`src/rtl/vlc_bitstream_packer.sv`:
```
// Packs right-aligned VLC codewords MSB-first into 32-bit big-endian words behind a small output FIFO.
// Optional VLC_PACKER_BITCOUNT_EN adds a bit_count port and a fill-bound assertion.
module vlc_bitstream_packer #(
    parameter int unsigned FIFO_DEPTH = 4,
    parameter int unsigned LEN_W      = 32
) (
    input  logic             clk,
    input  logic             reset,
    input  logic             input_valid,
    output logic             input_ready,
    input  logic [31:0]      sum,
    input  logic [LEN_W-1:0] codeword_length,
    input  logic             flush,
    output logic             out_valid,
    input  logic             out_ready,
    output logic [31:0]      out_word,
    output logic [2:0]       out_bytes,
    output logic             out_last,
    output logic             len_err
`ifdef VLC_PACKER_BITCOUNT_EN
    ,
    output logic [31:0]      bit_count
`endif
);

    localparam int unsigned WORD_W = 32;
    localparam int unsigned ACC_W  = 64;
    localparam int unsigned FILL_W = 6;
    localparam int unsigned SUM_W  = 7;
    localparam int unsigned PTR_W  = (FIFO_DEPTH > 1) ? $clog2(FIFO_DEPTH) : 1;
    localparam int unsigned CNT_W  = PTR_W + 1;

    typedef struct packed {
        logic [WORD_W-1:0] word;
        logic [2:0]        bytes;
        logic              last;
    } entry_t;

    typedef enum logic [0:0] {
        ST_RUN   = 1'b0,
        ST_FLUSH = 1'b1
    } state_t;

    state_t            state, state_nxt;
    logic [ACC_W-1:0]  acc, acc_nxt;
    logic [FILL_W-1:0] fill, fill_nxt;
    logic              len_err_nxt;

    entry_t            mem [FIFO_DEPTH];
    logic [PTR_W-1:0]  wr_ptr, rd_ptr;
    logic [CNT_W-1:0]  count, count_nxt, free_nxt;
    logic              push, pop, ready_nxt;
    entry_t            push_entry, head;

    logic              accept;
    logic              len_over;
    logic [FILL_W-1:0] len6;
    logic [WORD_W-1:0] mask, masked;
    logic [SUM_W-1:0]  total, sh;
    logic [ACC_W-1:0]  merged;

    // Codeword alignment: place the masked codeword directly below the bits already held in acc.
    always_comb begin
        accept   = input_valid && input_ready;
        len_over = codeword_length > LEN_W'(32);
        len6     = FILL_W'(codeword_length);
        mask     = (len6 == FILL_W'(32)) ? '1 : ((WORD_W'(1) << len6) - WORD_W'(1));
        masked   = sum & mask;
        total    = SUM_W'(fill) + SUM_W'(len6);
        sh       = SUM_W'(64) - SUM_W'(fill) - SUM_W'(len6);
        merged   = acc | ({32'b0, masked} << sh);
    end

    // Next-state, packing and FIFO bookkeeping.
    always_comb begin
        state_nxt   = state;
        acc_nxt     = acc;
        fill_nxt    = fill;
        len_err_nxt = len_err;
        push        = 1'b0;
        push_entry  = '0;
        pop         = out_valid && out_ready;

        if (accept) begin
            if (len_over) begin
                len_err_nxt = 1'b1;
            end else if (len6 != '0) begin
                if (total >= SUM_W'(32)) begin
                    push       = 1'b1;
                    push_entry = '{word: merged[63:32], bytes: 3'd4, last: 1'b0};
                    acc_nxt    = {merged[31:0], 32'b0};
                    fill_nxt   = FILL_W'(total - SUM_W'(32));
                end else begin
                    acc_nxt  = merged;
                    fill_nxt = FILL_W'(total);
                end
            end
        end

        case (state)
            ST_RUN: begin
                if (flush) state_nxt = ST_FLUSH;
            end
            ST_FLUSH: begin
                // Input is stalled in this state, so this push never collides with a codeword push.
                if (count != CNT_W'(FIFO_DEPTH)) begin
                    push       = 1'b1;
                    push_entry = '{word: acc[63:32],
                                   bytes: 3'((SUM_W'(fill) + SUM_W'(7)) >> 3),
                                   last: 1'b1};
                    acc_nxt    = '0;
                    fill_nxt   = '0;
                    state_nxt  = ST_RUN;
                end
            end
            default: state_nxt = ST_RUN;
        endcase

        count_nxt = CNT_W'(count + CNT_W'(push) - CNT_W'(pop));
        free_nxt  = CNT_W'(FIFO_DEPTH) - count_nxt;
        ready_nxt = (state_nxt == ST_RUN) && (free_nxt >= CNT_W'(2));
    end

    always_ff @(posedge clk) begin
        if (reset) begin
            state       <= ST_RUN;
            acc         <= '0;
            fill        <= '0;
            len_err     <= 1'b0;
            wr_ptr      <= '0;
            rd_ptr      <= '0;
            count       <= '0;
            out_valid   <= 1'b0;
            input_ready <= 1'b0;
            for (int i = 0; i < int'(FIFO_DEPTH); i++) mem[i] <= '0;
        end else begin
            state       <= state_nxt;
            acc         <= acc_nxt;
            fill        <= fill_nxt;
            len_err     <= len_err_nxt;
            count       <= count_nxt;
            out_valid   <= (count_nxt != '0);
            input_ready <= ready_nxt;
            if (push) begin
                mem[wr_ptr] <= push_entry;
                wr_ptr      <= wr_ptr + PTR_W'(1);
            end
            if (pop) rd_ptr <= rd_ptr + PTR_W'(1);
        end
    end

    assign head      = mem[rd_ptr];
    assign out_word  = head.word;
    assign out_bytes = head.bytes;
    assign out_last  = head.last;

`ifdef VLC_PACKER_BITCOUNT_EN
    // Running count of accepted codeword bits; cleared once the slice's final word is pushed.
    always_ff @(posedge clk) begin
        if (reset) begin
            bit_count <= '0;
        end else if (state == ST_FLUSH && state_nxt == ST_RUN) begin
            bit_count <= '0;
        end else if (accept && !len_over) begin
            bit_count <= bit_count + 32'(len6);
        end
    end

    fill_bound: assert property (@(posedge clk) disable iff (reset) fill < FILL_W'(32));
`endif

endmodule

```
`config.mk`:
```
export PLATFORM = sky130hd
export DESIGN_NAME = vlc_bitstream_packer
export DESIGN_NICKNAME = d
export VERILOG_FILES = /design/src/rtl/vlc_bitstream_packer.sv
export SDC_FILE = /design/constraint.sdc
export NUM_CORES = 1
export LEC_CHECK = 0
export ABC_AREA = 1
export BUFFER_PORTS_ARGS = -buffer_cell sky130_fd_sc_hd__buf_2
export CAP_MARGIN = 10
export CELL_PAD_IN_SITES_DETAIL_PLACEMENT = 0
export CELL_PAD_IN_SITES_GLOBAL_PLACEMENT = 2
export CORE_MARGIN = 1
export CORE_UTILIZATION = 30
export DETAILED_ROUTE_END_ITERATION = 8
export PLACE_DENSITY = 0.66
export SLEW_MARGIN = 20
export SYNTH_ARGS = -nofsm -noshare
export SYNTH_HDL_FRONTEND = slang
export SYNTH_SLANG_ARGS = --single-unit
```
`constraint.sdc`:
```
create_clock -name clk -period 18 [get_ports clk]
set_input_delay 3.6 -clock clk [delete_from_list [all_inputs] [get_ports clk]]
set_output_delay 3.6 -clock clk [all_outputs]
set_load 0.1 [all_outputs]
```
==> flow_summary.yaml <==
run_status:
  status: "complete, no violations"
synthesis:
  synth_top_family_by_area: "simple AND/OR/NAND/NOR gates"
  synth_area_leaders: "edfxtp_1 (30%), dfxtp_1 (11%), nand3_1 (11%), nand2_1 (9.9%), nor2_1 (7.3%)"
  synthMuxAreaShare_pct: 0
  async_flop_share_pct: 0
  yosysTopAreaCellShare_pct: 29.5
  synthCells: 2015
  ys_seq_area_share_pct: 40.9
  synth_area_leader_cell: "edfxtp_1"
  synth_ff_type: "edfxtp_1"
  synthAdderAreaFrac_pct: 2.37
  netlist_area_um2: 14700
  synth_warnings: 0
  ys_seq_elements: 227
  syn-num-nets: 2110
  synth-simple-area-share_pct: 33.4
  synth_compound_area_share_pct: 14.4
  syn_avg_cell_area_um2: 7.27
  synth-edff-count: 144
  synth_cell_types: 58
  synth_xor_area_share_pct: 0.709
placed_design:
  io_buffers: 107
  dp_hpwl_um: 42500
  gp_congestion: 0.903
setup_path:
  rr_worst_depth: 19
  crit_fanout: 38
  crit_buf_inv: 5
  critPathKind: "in -> reg"
  cp_data_required_time_ps: 18170
  r2r_start: "fill[1]$_SDFF_PP0_"
  r2r_end: "mem[1][22]$_SDFFCE_PN0P_"
  slowest_delay_ps: 730
  cp-end-kind: "flop"
  critPathSlowestCell: "nor4_1"
  path_delay_family: "simple AND/OR/NAND/NOR gates"
  cp-start-kind: "input port"
  ff2ff_setup_slack_ps: 13320
  crit_chain: "buf_2, or4_1, nor4_1, o21ai_1, nor2_1, inv_2, nor2_4, inv_2, nor2_2, o21ai_2, buf_4, nor2_2, nand2_2, nand2_1, buf_4"
  worst_ep_arrival_time_ps: 8580
clock_tree:
  cts_buffers: 26
  cts_tree: "yes"
  ctsHoldBuffers: 0
  cts_resized: 0
  clock_latency_ps: 540
  postCtsSetupBuffers: 0
  cts.sinks: 227
  h-tree-depth: 1
  cts_buffer_depth: 3
  cts-root-buf: "clkbuf_16"
  clkTransAtPathRegs_ps: 60
global_routing:
  grtUsageMet3_pct: 2.37
  use_met2_pct: 38.1
  use_met1_pct: 28.7
  grt_busiest_layer: "met2"
  grt_pass1_vias: 13500
  grt_pass1_wl_um: 84100
  grt_max_degree: 73
  antenna_found_initial: 1
  gr-total-overflow: 0
  track_usage_pct: 22.3
timing:
  period_needed_ps: 8420
  maxSlewViolCount: 0
  setup_tns_ps: 0
  whs_ps: 470
  hold_violations: 0
  finClkSkew_ps: 14.0
  setup_viol: 0
  maxSlewHeadroom_pct: 29.9
  rsz0062_at_grt: "false"
  tightestPinTransition_ps: 1050
  timing.fmax_mhz: 119
  final.period_utilization_pct: 46.8
pwr:
  p_clk_share_pct: 28.6
  power.leakage_uw: 0.00712
  ir_worst_vdd_mv: 0.0440
  power_frac_seq_pct: 33.0
  p_comb_share_pct: 38.4
  sw_frac_of_total_pct: 43.0
  finalPower_uw: 1850
  switching_power_uw: 793
  intPower_uw: 1050
  power_density_nw_per_um2: 112
worst_hold_path:
  min_path_cells: 2
  min-delay-start: "acc[56]$_SDFF_PP0_"
  holdPathEnd: "acc[56]$_SDFF_PP0_"
  min_path_type: "reg -> reg"
layout:
  fin_nets: 2155
  area_delta_synth_final_pct: 12.4
  drive_above_1_share_pct: 12.1
job:
  max-cap-violations: 0
floorplan:
  rows: 80
  io_pins: 108
  initial_core_util_pct: 30.6
  die_x_um: 223
  die_h_um: 223
  dieArea_um2: 49700
  core_um2: 47900
drt:
  vias: 13800
  wl_per_cell_um: 20.8
  drt_iter0_drc: 885
  wirelength_um: 56000
  viasPerCell: 5.13
  ant_nets: 0
  drc_errors: 0
  dr.pass1.iters: 5
## kinds of logic (layout without fill, tap and decap cells)
| logic type | count (synthesis) | count (layout) |
|---|---|---|
| AO/OA/AOI/OAI | 363 | 363 |
| XOR/XNOR | 11 | 11 |
| adder cells (fa/ha/maj) | 26 | 26 |
| buffers and inverters | 296 | 359 |
| flip-flops | 227 | 227 |
| other | 0 | 1 |
| AND/OR/NAND/NOR | 1092 | 1092 |
## area by class of cell
| cell class | instances | area [um2] |
|---|---|---|
| fill | 5215 | 31500 |
| multi-input combinational | 1492 | 7480 |
| inverter | 185 | 696 |
| sequential | 227 | 5990 |
| antenna | 1 | 2.50 |
| timing repair buffer | 128 | 693 |
| clock inverter | 12 | 113 |
| tap | 615 | 769 |
| clock buffer | 34 | 732 |
## cell usage after synthesis, types with 24 or more instances
master,count
dfxtp_1,83
a21oi_1,122
o22ai_1,36
nand2_1,387
o21ai_0,108
inv_1,159
nand3_1,323
buf_2,39
edfxtp_1,144
clkbuf_1,54
nor2_1,285
nand4_1,24
## state kept, by name (all words and copies together), names as in the netlist, named ones only
register     count
rd_ptr           2
mem            144
state            1
out_valid        1
count            3
len_err          1
fill             6
input_ready      1
wr_ptr           2
acc             64
## cell usage in the layout, fill, tap and decap left out, types with 36 or more instances in the layout
cell type    n
nand3_1    323
nand2_1    387
nor2_1     285
o22ai_1     36
inv_1      159
o21ai_0    108
a21oi_1    122
buf_2      107
dfxtp_1     82
edfxtp_1   144
## power by group through the flow
stage | combinational [uW] | clock (uW) | sequential, uW
floorplan | 506 | 0 | 632
global placement | 710 | 0 | 621
detailed placement | 712 | 0 | 621
CTS | 714 | 540 | 610
global route | 764 | 559 | 613
finish | 709 | 527 | 609
## layer usage
metal,wire (um),vias to the layer above
li1,-,6935
met1,24700,6489
met2,26700,313
met3,2080,90
met4,2450,0
met5,0,-
## how the worst max path moves through the flow
stage                             from                  endpoint  slack (ps)  cells past startpoint
CTS                 codeword_length[8]  mem[2][15]$_SDFFCE_PN0P_        9310                     15
detailed placement  codeword_length[8]  mem[2][13]$_SDFFCE_PN0P_        8760                     15
global placement    codeword_length[8]  mem[2][12]$_SDFFCE_PN0P_        8830                     15
finish              codeword_length[8]   mem[1][9]$_SDFFCE_PN0P_        9580                     15
global route        codeword_length[8]   mem[1][9]$_SDFFCE_PN0P_        9130                     15
floorplan           codeword_length[2]       mem[3][0]$_DFFE_PP_        9470                     15
## tightest hold or removal path: stages (launching register included)
cell and delay, ps:
dfxtp_1 310, nand2_1 60, a21oi_1 50
## through the flow
stage	cell area [um2]	worst slack, ps	instances	util, %
after floorplan	14700	9470	2015	-
after global placement	15600	8830	2647	32.6
after detailed placement	15600	8760	2647	32.6
after CTS	16500	9310	2693	34.4
after global routing	16500	9130	2693	34.4
final	16500	9580	2694	34.4
Note: power is estimated with default switching activity, not from simulation.
